==> config.mk <==
export PLATFORM = sky130hd
export DESIGN_NAME = bird_ctrl
export DESIGN_NICKNAME = d
export VERILOG_FILES = /design/src/rtl/bird_ctrl.sv
export SDC_FILE = /design/constraint.sdc
export NUM_CORES = 1
export LEC_CHECK = 0
export BUFFER_PORTS_ARGS = -buffer_cell sky130_fd_sc_hd__buf_2
export CORE_UTILIZATION = 53
export CTS_CLUSTER_DIAMETER = 50
export DETAILED_ROUTE_END_ITERATION = 10
export PLACE_DENSITY = 0.78
export SLEW_MARGIN = 10
export SYNTH_ARGS = -nofsm -noshare
export SYNTH_HDL_FRONTEND = slang
export SYNTH_SLANG_ARGS = --single-unit
==> constraint.sdc <==
create_clock -name clk -period 2.2 [get_ports clk]
set_input_delay 0.11 -clock clk [delete_from_list [all_inputs] [get_ports clk]]
set_output_delay 0.11 -clock clk [all_outputs]
set_load 0.01 [all_outputs]
==> src/rtl/bird_ctrl.sv <==
// -----------------------------------------------------------------------------
// bird_ctrl -- controller for the bird column of the LED-matrix flappy-bird game.
//
// The block owns the bird's vertical position. It generates the gravity tick from
// a cycle counter and turns button edges into one-row flaps. It also detects pipe
// and ground collisions and counts the pipes that have passed.
//
// Ports
//   clk        in   system clock
//   reset      in   synchronous, active-high reset
//   press      in   player button level (already synchronized)
//   pipe_col   in   [ROWS] pipe occupancy of the bird's column, bit i = row i blocked
//   pipe_pass  in   one-cycle pulse: a pipe column has just shifted past the bird
//   bird       out  [ROWS] one-hot bird row (row 0 = ground, ROWS-1 = top)
//   grav_tick  out  one-cycle pulse on each gravity event while playing
//   lose       out  high while the game is lost (global freeze)
//   playing    out  high while a game is in progress
//   score      out  [SCORE_W] pipes passed in the current or most recent game
// -----------------------------------------------------------------------------
module bird_ctrl #(
    parameter int ROWS        = 8,
    parameter int GRAV_PERIOD = 32,
    parameter int SCORE_W     = 8
) (
    input  logic               clk,
    input  logic               reset,
    input  logic               press,
    input  logic [ROWS-1:0]    pipe_col,
    input  logic               pipe_pass,
    output logic [ROWS-1:0]    bird,
    output logic               grav_tick,
    output logic               lose,
    output logic               playing,
    output logic [SCORE_W-1:0] score
);

    localparam int CNT_W = (GRAV_PERIOD > 2) ? $clog2(GRAV_PERIOD) : 1;

    localparam logic [ROWS-1:0]    ONE_ROW   = {{(ROWS-1){1'b0}}, 1'b1};
    localparam logic [ROWS-1:0]    HOME      = ONE_ROW << (ROWS/2);
    localparam logic [CNT_W-1:0]   TERM      = CNT_W'(GRAV_PERIOD - 1);
    localparam logic [SCORE_W-1:0] SCORE_MAX = {SCORE_W{1'b1}};

    typedef enum logic [1:0] {
        IDLE = 2'd0,
        PLAY = 2'd1,
        LOST = 2'd2
    } state_t;

    state_t             state, state_nx;
    logic [ROWS-1:0]    bird_nx;
    logic [SCORE_W-1:0] score_nx;
    logic [CNT_W-1:0]   cnt, cnt_nx;
    logic               press_d;

    logic flap;   // rising edge of the button
    logic hit;    // bird overlaps a pipe this cycle
    logic term;   // gravity counter at its last count

    assign flap = press & ~press_d;
    assign hit  = |(bird & pipe_col);
    assign term = (cnt == TERM);

    // ------------------------------------------------------------------------
    // State register. press_d resets high so a button held through reset is
    // not taken as a press.
    // ------------------------------------------------------------------------
    always_ff @(posedge clk) begin
        if (reset) begin
            state   <= IDLE;
            bird    <= HOME;
            score   <= '0;
            cnt     <= '0;
            press_d <= 1'b1;
        end else begin
            state   <= state_nx;
            bird    <= bird_nx;
            score   <= score_nx;
            cnt     <= cnt_nx;
            press_d <= press;
        end
    end

    // ------------------------------------------------------------------------
    // Next-state / next-position logic.
    // Bird updates are only shifts with end-stop guards or a reload of HOME.
    // This keeps bird one-hot by construction.
    // ------------------------------------------------------------------------
    always_comb begin
        state_nx  = state;
        bird_nx   = bird;
        score_nx  = score;
        cnt_nx    = cnt;
        grav_tick = 1'b0;

        unique case (state)
            IDLE: begin
                bird_nx = HOME;
                cnt_nx  = '0;
                if (flap) begin
                    state_nx = PLAY;
                    score_nx = '0;
                end
            end

            PLAY: begin
                if (hit) begin
                    // A collision freezes position, score and counter.
                    state_nx = LOST;
                end else begin
                    // Scoring runs in parallel with the movement below.
                    if (pipe_pass && (score != SCORE_MAX))
                        score_nx = score + 1'b1;

                    if (flap) begin
                        // A flap takes priority over a coincident terminal count.
                        // It restarts the gravity period.
                        cnt_nx = '0;
                        if (!bird[ROWS-1])
                            bird_nx = bird << 1;
                    end else if (term) begin
                        cnt_nx    = '0;
                        grav_tick = 1'b1;
                        if (bird[0])
                            state_nx = LOST;     // ground hit, bird stays at row 0
                        else
                            bird_nx = bird >> 1;
                    end else begin
                        cnt_nx = cnt + 1'b1;
                    end
                end
            end

            LOST: begin
                if (flap) begin
                    state_nx = IDLE;
                    bird_nx  = HOME;
                end
            end

            default: begin
                state_nx = IDLE;
                bird_nx  = HOME;
                cnt_nx   = '0;
            end
        endcase
    end

    assign lose    = (state == LOST);
    assign playing = (state == PLAY);

endmodule

==> results of run 1 <==
==> metrics by stage <==
stage / hold WS (ns) / instances / worst slack, ns / total power, mW / cell area [um2]
2_1_floorplan: 0.214 / 168 / 0.485 / 0.514 / 1440
6_report: 0.00807 / 225 / 0.189 / 0.714 / 1610
3_3_place_gp: 0.323 / 222 / 0.379 / 0.534 / 1590
5_1_grt: 0.00641 / 225 / 0.0269 / 0.755 / 1610
4_1_cts: 0.00198 / 225 / 0.201 / 0.723 / 1610
3_5_place_dp: 0.328 / 222 / 0.249 / 0.537 / 1590
==> cell usage in the layout, fill, tap and decap left out, types with 2 or more instances in the layout <==
cell type	netlist	final
buf_2	0	30
dfxtp_1	24	24
nand2_1	20	20
a21oi_1	11	11
nor2_1	10	10
and3_1	8	8
nand3_1	8	8
a31oi_1	8	8
inv_1	6	6
o21ai_0	6	6
mux2i_1	6	6
nor3b_1	5	5
nand2b_1	4	4
nor3_1	4	4
o21ai_1	3	3
ha_1	3	3
clkbuf_4	0	3
a22oi_4	2	2
a22oi_2	2	2
nor2b_1	2	2
and2_1	2	2
a31o_2	2	2
a41oi_1	2	2
a311oi_1	2	2
==> final timing paths <==
path,startpoint,end,cells past startpoint
setup / recovery,cnt[0]$_SDFFE_PP0P_,bird[4]$_SDFFE_PP1P_,7
hold / removal,press,press_d$_SDFF_PP1_,2
setup reg to reg,cnt[0]$_SDFFE_PP0P_,bird[4]$_SDFFE_PP1P_,7
hold reg to reg,cnt[4]$_SDFFE_PP0P_,cnt[4]$_SDFFE_PP0P_,2
==> layout make-up <==
| cell class | count | share of cell area (%) |
|---|---|---|
| Multi-Input combinational cell | 130 | 55.1 |
| Sequential cell | 24 | 29.8 |
| Timing Repair Buffer | 31 | 9.77 |
| Tap cell | 30 | 2.33 |
| Inverter | 7 | 1.63 |
| Clock buffer | 3 | 1.40 |
==> routing by layer <==
metal  part of all wire [%]  vias up  track usage (%)
met5                      0        -                0
met4                    1.3        0             9.83
met3                    5.5        5             2.82
met2                     48       56             39.5
met1                     45      620             32.8
li1                       -      673                -
==> flip-flops by register name, summed over array words and instances, names as in the netlist <==
signal and count:
state 2, cnt 5, bird 8, press_d 1, score 8
==> power by group through the flow <==
stage / logic, mW / registers [mW] / clock network, mW
after floorplan: 0.0624 / 0.452 / 0
after global placement: 0.0808 / 0.454 / 0
after detailed placement: 0.0830 / 0.454 / 0
after CTS: 0.0834 / 0.445 / 0.195
after global routing: 0.0927 / 0.446 / 0.217
final: 0.0838 / 0.444 / 0.186
==> cell families after synthesis <==
logic type | synth area share [%]
fa+ha+maj | 2.61
flops | 33.4
mux | 4.18
compound gates | 25.6
buf+inv | 4.70
simple gates | 29.5
==> results.json, run 1 <==
{
  "ios": 31,
  "p_clk_share_pct": 26.1,
  "slew_headroom_pct": 60.2,
  "status": "complete, no violations",
  "worstSkewPairLatency_ns": 0.31,
  "fillers": 231,
  "ys_seq_elements": 24,
  "routed_wl_um": 3160,
  "skew_ns": 0.00377,
  "end_kind": "flop",
  "first_global_vias": 1122,
  "power.share.switching_pct": 25.1,
  "ff2ff_setup_slack_ns": 0.19,
  "final-setup-viol-count": 0,
  "globalRouteOverflowTotal": 0,
  "dr.pass1.iters": 5,
  "final.min_clock_period_ns": 2.01,
  "comb_power_share_pct": 11.7,
  "p_leak_nw": 0.712,
  "min_period_over_period_pct": 91.4,
  "ctsHoldBuffers": 0,
  "netlist_instances": 168,
  "drcViolationCount": 0,
  "syn_area_mm2": 0.00144,
  "path_max_fanout": 6,
  "synthDistinctLibCells": 46,
  "start_kind": "flop",
  "critPathTopFamily": "simple AND/OR/NAND/NOR gates",
  "clk_pin_slew_worst_paths_ns": 0.12,
  "final_antenna_net_count": 0,
  "async_flop_share_pct": 0,
  "multi_input_area_um2": 890,
  "path_cells": "ha_1 -> and3_1 -> ha_1 -> a21oi_1 -> o21ai_2 -> and3_1 -> mux2i_1",
  "required_ns": 2.44,
  "syn2layout_area_growth_pct": 12.3,
  "max_freq_ghz": 0.497,
  "synth_seq_area_share_pct": 33.4,
  "regArea_um2": 480,
  "grt_pass1_wl_um": 5090,
  "synth_most_common_cell": "dfxtp_1",
  "cts.sinks": 24,
  "wl_per_cell_um": 14.0,
  "drive_gt1_share_pct": 27.7,
  "power_frac_seq_pct": 62.2,
  "ir_drop_mv": 0.355,
  "syn_nets": 183,
  "rows": 18,
  "setup-tns-final_ns": 0,
  "fp.coreArea_mm2": 0.00252,
  "grt_max_degree": 18,
  "post-cts-setup-buffers": 0,
  "cts_buffer_depth": 2,
  "p_switching_mw": 0.179,
  "critPathMaxStageDelay_ns": 0.41,
  "drv_cap": 0,
  "worst_hold_path_type": "in -> reg",
  "path_class": "reg -> reg",
  "cts-buffers-inserted": 3,
  "dieArea_mm2": 0.00292,
  "drt-initial-drc-count": 47,
  "antenna_found_initial": 0,
  "cp_num_buf_inv": 0,
  "synth.area.top_cells": "dfxtp_1 (33%), nand2_1 (5.2%), mux2i_1 (4.2%)",
  "rsz0062_at_grt": "no",
  "tightest_slew_ns": 0.597,
  "final_core_util_pct": 64.0,
  "cpMaxStageDelayCell": "dfxtp_1",
  "cts_tree": "yes",
  "clockRootBuffer": "clkbuf_4",
  "hpwl_um": 2310,
  "syn_area_per_cell_um2": 8.56,
  "hold_viol_final": 0,
  "vias": 1354,
  "grt_usage_pct": 24.4,
  "synth_edf_count": 0,
  "arrival_ns": 2.25,
  "power.internal_mw": 0.535,
  "cts_resized": 0,
  "port_buffers": 30,
  "synth_top_area_cell": "dfxtp_1",
  "layout.nets": 212,
  "synth.top_cell.area_share_pct": 33.4,
  "n_antenna_cell": 0,
  "slew_violations": 0,
  "synthTopCellsByCount": "dfxtp_1 (24), nand2_1 (20), a21oi_1 (11)",
  "start_util_pct": 57.0,
  "synth_flop_cell": "dfxtp_1",
  "die_w_um": 54.1,
  "yosysWarnings": 0,
  "drt-vias-per-instance": 6.02,
  "cts_max_level": 1,
  "place.gp.congestion": 0.815,
  "die_y_um": 54.1,
  "powerDensity_mw_per_mm2": 443
}
No activity file was read; power rests on OpenSTA's default activity.
==> run 2: changes to the inputs <==
Settings changed: BUFFER_PORTS_ARGS -buffer_cell sky130_fd_sc_hd__buf_2 to not set, CORE_UTILIZATION 53 to 61, DONT_BUFFER_PORTS set to 1, PLACE_DENSITY 0.78 to 0.77, SETUP_SLACK_MARGIN set to 0.3.
==> run 2 against run 1 <==
Compared with the run above: clock skew shrank 0.0023 ns; critical path depth is the same; highest routed layer unchanged; largest power group unchanged; largest cell class unchanged; final cell count is 12% lower.
==> results.json, run 2 (synthesis gave the netlist of run 1 again) <==
{
  "skew_ns": 0.00143,
  "port_buffers": 0,
  "clk_pin_slew_worst_paths_ns": 0.13,
  "min_period_over_period_pct": 82.7,
  "hpwl_um": 2240,
  "ir_drop_mv": 0.309,
  "start_util_pct": 65.0,
  "drcViolationCount": 0,
  "grt_pass1_wl_um": 5240,
  "dieArea_mm2": 0.00255,
  "worst_hold_path_type": "in -> reg",
  "cts.sinks": 24,
  "dr.pass1.iters": 4,
  "grt_max_degree": 18,
  "first_global_vias": 1242,
  "fillers": 196,
  "final-setup-viol-count": 0,
  "end_kind": "flop",
  "cts_buffer_depth": 2,
  "syn2layout_area_growth_pct": 4.87,
  "max_freq_ghz": 0.550,
  "drive_gt1_share_pct": 17.8,
  "setup-tns-final_ns": 0,
  "fp.coreArea_mm2": 0.00221,
  "layout_common_cells": "dfxtp_1 (23), nand2_1 (20), a21oi_1 (11), nor2_1 (10)",
  "final_core_util_pct": 68.2,
  "clockRootBuffer": "clkbuf_4",
  "status": "complete, no violations",
  "cts-buffers-inserted": 3,
  "antenna_found_initial": 0,
  "fin_ws_ns": 0.381,
  "die_y_um": 50.5,
  "worstSkewPairLatency_ns": 0.31,
  "power.total_mw": 0.711,
  "rsz0062_at_grt": "no",
  "n_antenna_cell": 0,
  "final_cells": 197,
  "final.min_clock_period_ns": 1.82,
  "globalRouteOverflowTotal": 0,
  "place.gp.congestion": 0.870,
  "wl_per_cell_um": 16.3,
  "powerDensity_mw_per_mm2": 471,
  "arrival_ns": 2.07,
  "layout.nets": 186,
  "stdcell_area_mm2": 0.00151,
  "path_class": "reg -> reg",
  "drv_cap": 0,
  "place_inst": 192,
  "slew_violations": 0,
  "rows": 17,
  "grt_usage_pct": 27.0,
  "slew_headroom_pct": 61.5,
  "drt-initial-drc-count": 51,
  "place_ws_ns": 0.243,
  "drt-vias-per-instance": 6.62,
  "fin_hold_ws_ns": 0.0945,
  "required_ns": 2.45,
  "cts_max_level": 1,
  "reg_top3": "bird: 8 flops, score: 8 flops, cnt: 5 flops",
  "dpl_cell_area_mm2": 0.00145,
  "ios": 31,
  "path_max_fanout": 6,
  "p_leak_nw": 0.582,
  "final_antenna_net_count": 0,
  "hold_viol_final": 0,
  "routed_wl_um": 3220,
  "tightest_slew_ns": 0.578,
  "start_kind": "flop",
  "cts_tree": "yes",
  "final_common_cell": "dfxtp_1",
  "vias": 1304,
  "die_w_um": 50.5
}
run 2: changes by cell type in the layout (fill, tap and decap cells not counted):
| cell | previous run | this run |
|---|---|---|
| dfxtp_2 | 0 | 1 |
| buf_4 | 1 | 3 |
| buf_2 | 30 | 0 |
| and3_4 | 0 | 1 |
| ha_2 | 0 | 2 |
| dlygate4sd3_1 | 0 | 2 |
| dfxtp_1 | 24 | 23 |
| and3_1 | 8 | 7 |
| ha_1 | 3 | 1 |
run 2: area by class of cell:
| cell class | count | area, um2 | area share, % |
|---|---|---|---|
| multi-input combinational | 130 | 900 | 59.7 |
| sequential | 24 | 482 | 32.0 |
| timing repair buffer | 5 | 42.5 | 2.82 |
| tap | 28 | 35.0 | 2.32 |
| inverter | 7 | 26.3 | 1.74 |
| clock buffer | 3 | 22.5 | 1.49 |
run 2: path summary, 6_finish.rpt:
path | startpoint | to | slack [ns] | cells after the start
worst max-delay path | cnt[0]$_SDFFE_PP0P_ | bird[5]$_SDFFE_PP0P_ | 0.38 | 7
worst min-delay path | reset | bird[1]$_SDFFE_PP0P_ | 0.09 | 3
worst max register to register | cnt[0]$_SDFFE_PP0P_ | bird[5]$_SDFFE_PP0P_ | 0.38 | 7
worst min register to register | cnt[4]$_SDFFE_PP0P_ | cnt[4]$_SDFFE_PP0P_ | 0.48 | 2
run 2: repair_timing:
action / CTS / global route
setup buffers: 0 / 0
hold endpoints to repair: 11 / 0
endpoints found under the setup margin: 6 / 7
hold buffers: 2 / 0
gates resized for setup: 1 / 4
cloned: 0 / 0
run 2: critical path, stage by stage (launching register included):
cell and delay, ns:
dfxtp_1 0.40, ha_1 0.21, and3_1 0.17, ha_2 0.23, a21oi_1 0.09, o21ai_2 0.17, and3_4 0.28, mux2i_1 0.20
run 2: power breakdown:
part	switching [mW]	total [mW]	internal, mW
registers	0.00485	0.443	0.438
clock network	0.128	0.192	0.0640
logic	0.0469	0.0756	0.0287
run 2: metal layers:
metal	global-route usage (%)	up-vias	routed length, um
met5	0	-	0
met4	12.5	0	54
li1	-	626	-
met2	43.8	67	1500
met1	34.9	605	1390
met3	4.24	6	272
==> run 3: changes to the inputs <==
Clock period 2.2 ns to 1.79 ns, I/O delays scaled along.
==> run 3 against run 2 <==
Compared with the run above: power rose by 32%; die area did not move; clock skew rose by 0.0024 ns; register-to-register slack got worse by 0.22 ns; clock power rose by 51%; hold slack got worse by 0.031 ns; largest power group unchanged.
==> results.json, run 3 (synthesis gave the netlist of run 1 again) <==
{
  "status": "complete, no violations",
  "startpoint": "bird[4]$_SDFFE_PP1P_",
  "hpwl_um": 2450,
  "drv_cap": 0,
  "drt-initial-drc-count": 43,
  "start_kind": "flop",
  "r2r_end": "cnt[0]$_SDFFE_PP0P_",
  "routed_wl_um": 3660,
  "slew_violations": 0,
  "ff2ff_setup_slack_ns": 0.16,
  "hold_path_depth": 3,
  "globalRouteOverflowTotal": 0,
  "setup-tns-final_ns": 0,
  "dpl_cell_area_mm2": 0.00161,
  "path_class": "reg -> reg",
  "tightest_slew_ns": 0.411,
  "cp-endpoint": "cnt[0]$_SDFFE_PP0P_",
  "cts_tree": "yes",
  "fillers": 147,
  "cts.sinks": 24,
  "final.min_clock_period_ns": 1.63,
  "grt_max_degree": 15,
  "port_buffers": 0,
  "dr.pass1.iters": 4,
  "drive_gt1_share_pct": 35.3,
  "path_max_fanout": 9,
  "ir_drop_mv": 0.391,
  "final_core_util_pct": 80.9,
  "cts-buffers-inserted": 3,
  "final-setup-viol-count": 0,
  "p_leak_nw": 0.704,
  "worst_hold_path_type": "in -> reg",
  "arrival_ns": 1.83,
  "stdcell_area_mm2": 0.00179,
  "grt_usage_pct": 31.6,
  "clk_pin_slew_worst_paths_ns": 0.13,
  "skew_ns": 0.00381,
  "final_common_cell": "buf_4",
  "end_kind": "flop",
  "layout_common_cells": "buf_4 (21), nand2_1 (20), dfxtp_1 (14), a21oi_1 (10)",
  "drt-vias-per-instance": 6.44,
  "max_freq_ghz": 0.615,
  "first_global_vias": 1406,
  "syn2layout_area_growth_pct": 24.5,
  "die_y_um": 50.5,
  "vias": 1403,
  "wl_per_cell_um": 16.8,
  "reg_top3": "bird: 8 flops, score: 8 flops, cnt: 5 flops",
  "r2r-start": "bird[4]$_SDFFE_PP1P_",
  "drcViolationCount": 0,
  "min_period_over_period_pct": 90.9,
  "dieArea_mm2": 0.00255,
  "grt_pass1_wl_um": 6040,
  "die_w_um": 50.5,
  "antenna_found_initial": 0,
  "cts_buffer_depth": 2,
  "powerDensity_mw_per_mm2": 525,
  "slew_headroom_pct": 72.4,
  "ios": 31,
  "fp.coreArea_mm2": 0.00221,
  "cts_max_level": 1,
  "start_util_pct": 65.0,
  "place.gp.congestion": 0.826,
  "clockRootBuffer": "clkbuf_4",
  "required_ns": 2.00,
  "final_antenna_net_count": 0,
  "hold_viol_final": 0,
  "n_antenna_cell": 0,
  "rsz0062_at_grt": "yes",
  "rows": 17,
  "r2r_cells": 6,
  "worstSkewPairLatency_ns": 0.32,
  "fin_hold_ws_ns": 0.0636,
  "layout.nets": 206
}
-- run 3: power breakdown --
part           switching (mW)  internal (mW)  total, mW
clock                   0.166          0.124      0.290
sequential            0.00717          0.534      0.541
combinational          0.0637         0.0456      0.109
-- run 3: per-stage QoR --
stage | setup slack [ns] | cells | power (mW)
global route | 0.0964 | 218 | 0.980
floorplan | 0.265 | 168 | 0.635
detailed placement | -0.0102 | 204 | 0.650
finish | 0.164 | 218 | 0.940
global placement | 0.0887 | 204 | 0.647
CTS | 0.206 | 218 | 0.945
-- run 3: how the worst min path moves through the flow --
stage	from	endpoint	slack, ns
2_1_floorplan	press	press_d$_SDFF_PP1_	0.19
3_3_place_gp	reset	cnt[1]$_SDFFE_PP0P_	0.15
3_5_place_dp	reset	cnt[1]$_SDFFE_PP0P_	0.16
4_1_cts	reset	bird[2]$_SDFFE_PP0P_	0.05
5_1_grt	reset	bird[1]$_SDFFE_PP0P_	0.09
6_report	reset	bird[2]$_SDFFE_PP0P_	0.06
-- run 3: routing by layer --
metal	vias up	GRT usage (%)	part of all wire [%]
met4	0	17.1	2.4
met1	667	34.8	40
met5	-	0	0
met2	57	56.4	50
li1	666	-	-
met3	13	6.06	7.7
-- run 3: area by class of cell --
class | count | area (um2) | area share, %
multi-input cells | 130 | 990 | 55.3
flip-flops and latches | 24 | 503 | 28.1
repair buffers | 25 | 200 | 11.2
clock buffers | 4 | 36.3 | 2.03
well taps | 28 | 35.0 | 1.96
inverters | 7 | 26.3 | 1.47
-- run 3: timing repair --
item	in CTS	in global routing
hold endpoints to repair	11	0
resized for setup	17	4
pin swaps	12	5
buffers inserted	8	0
hold buffers	2	0
endpoints found under the setup margin	24	24
-- run 3: worst max-delay path, stage by stage, from the launching register on --
cell     delay [ns]
dfxtp_1        0.41
a22oi_4        0.22
nand4_4        0.19
buf_6          0.20
a21o_2         0.25
a21oi_1        0.19
nor2_1         0.06
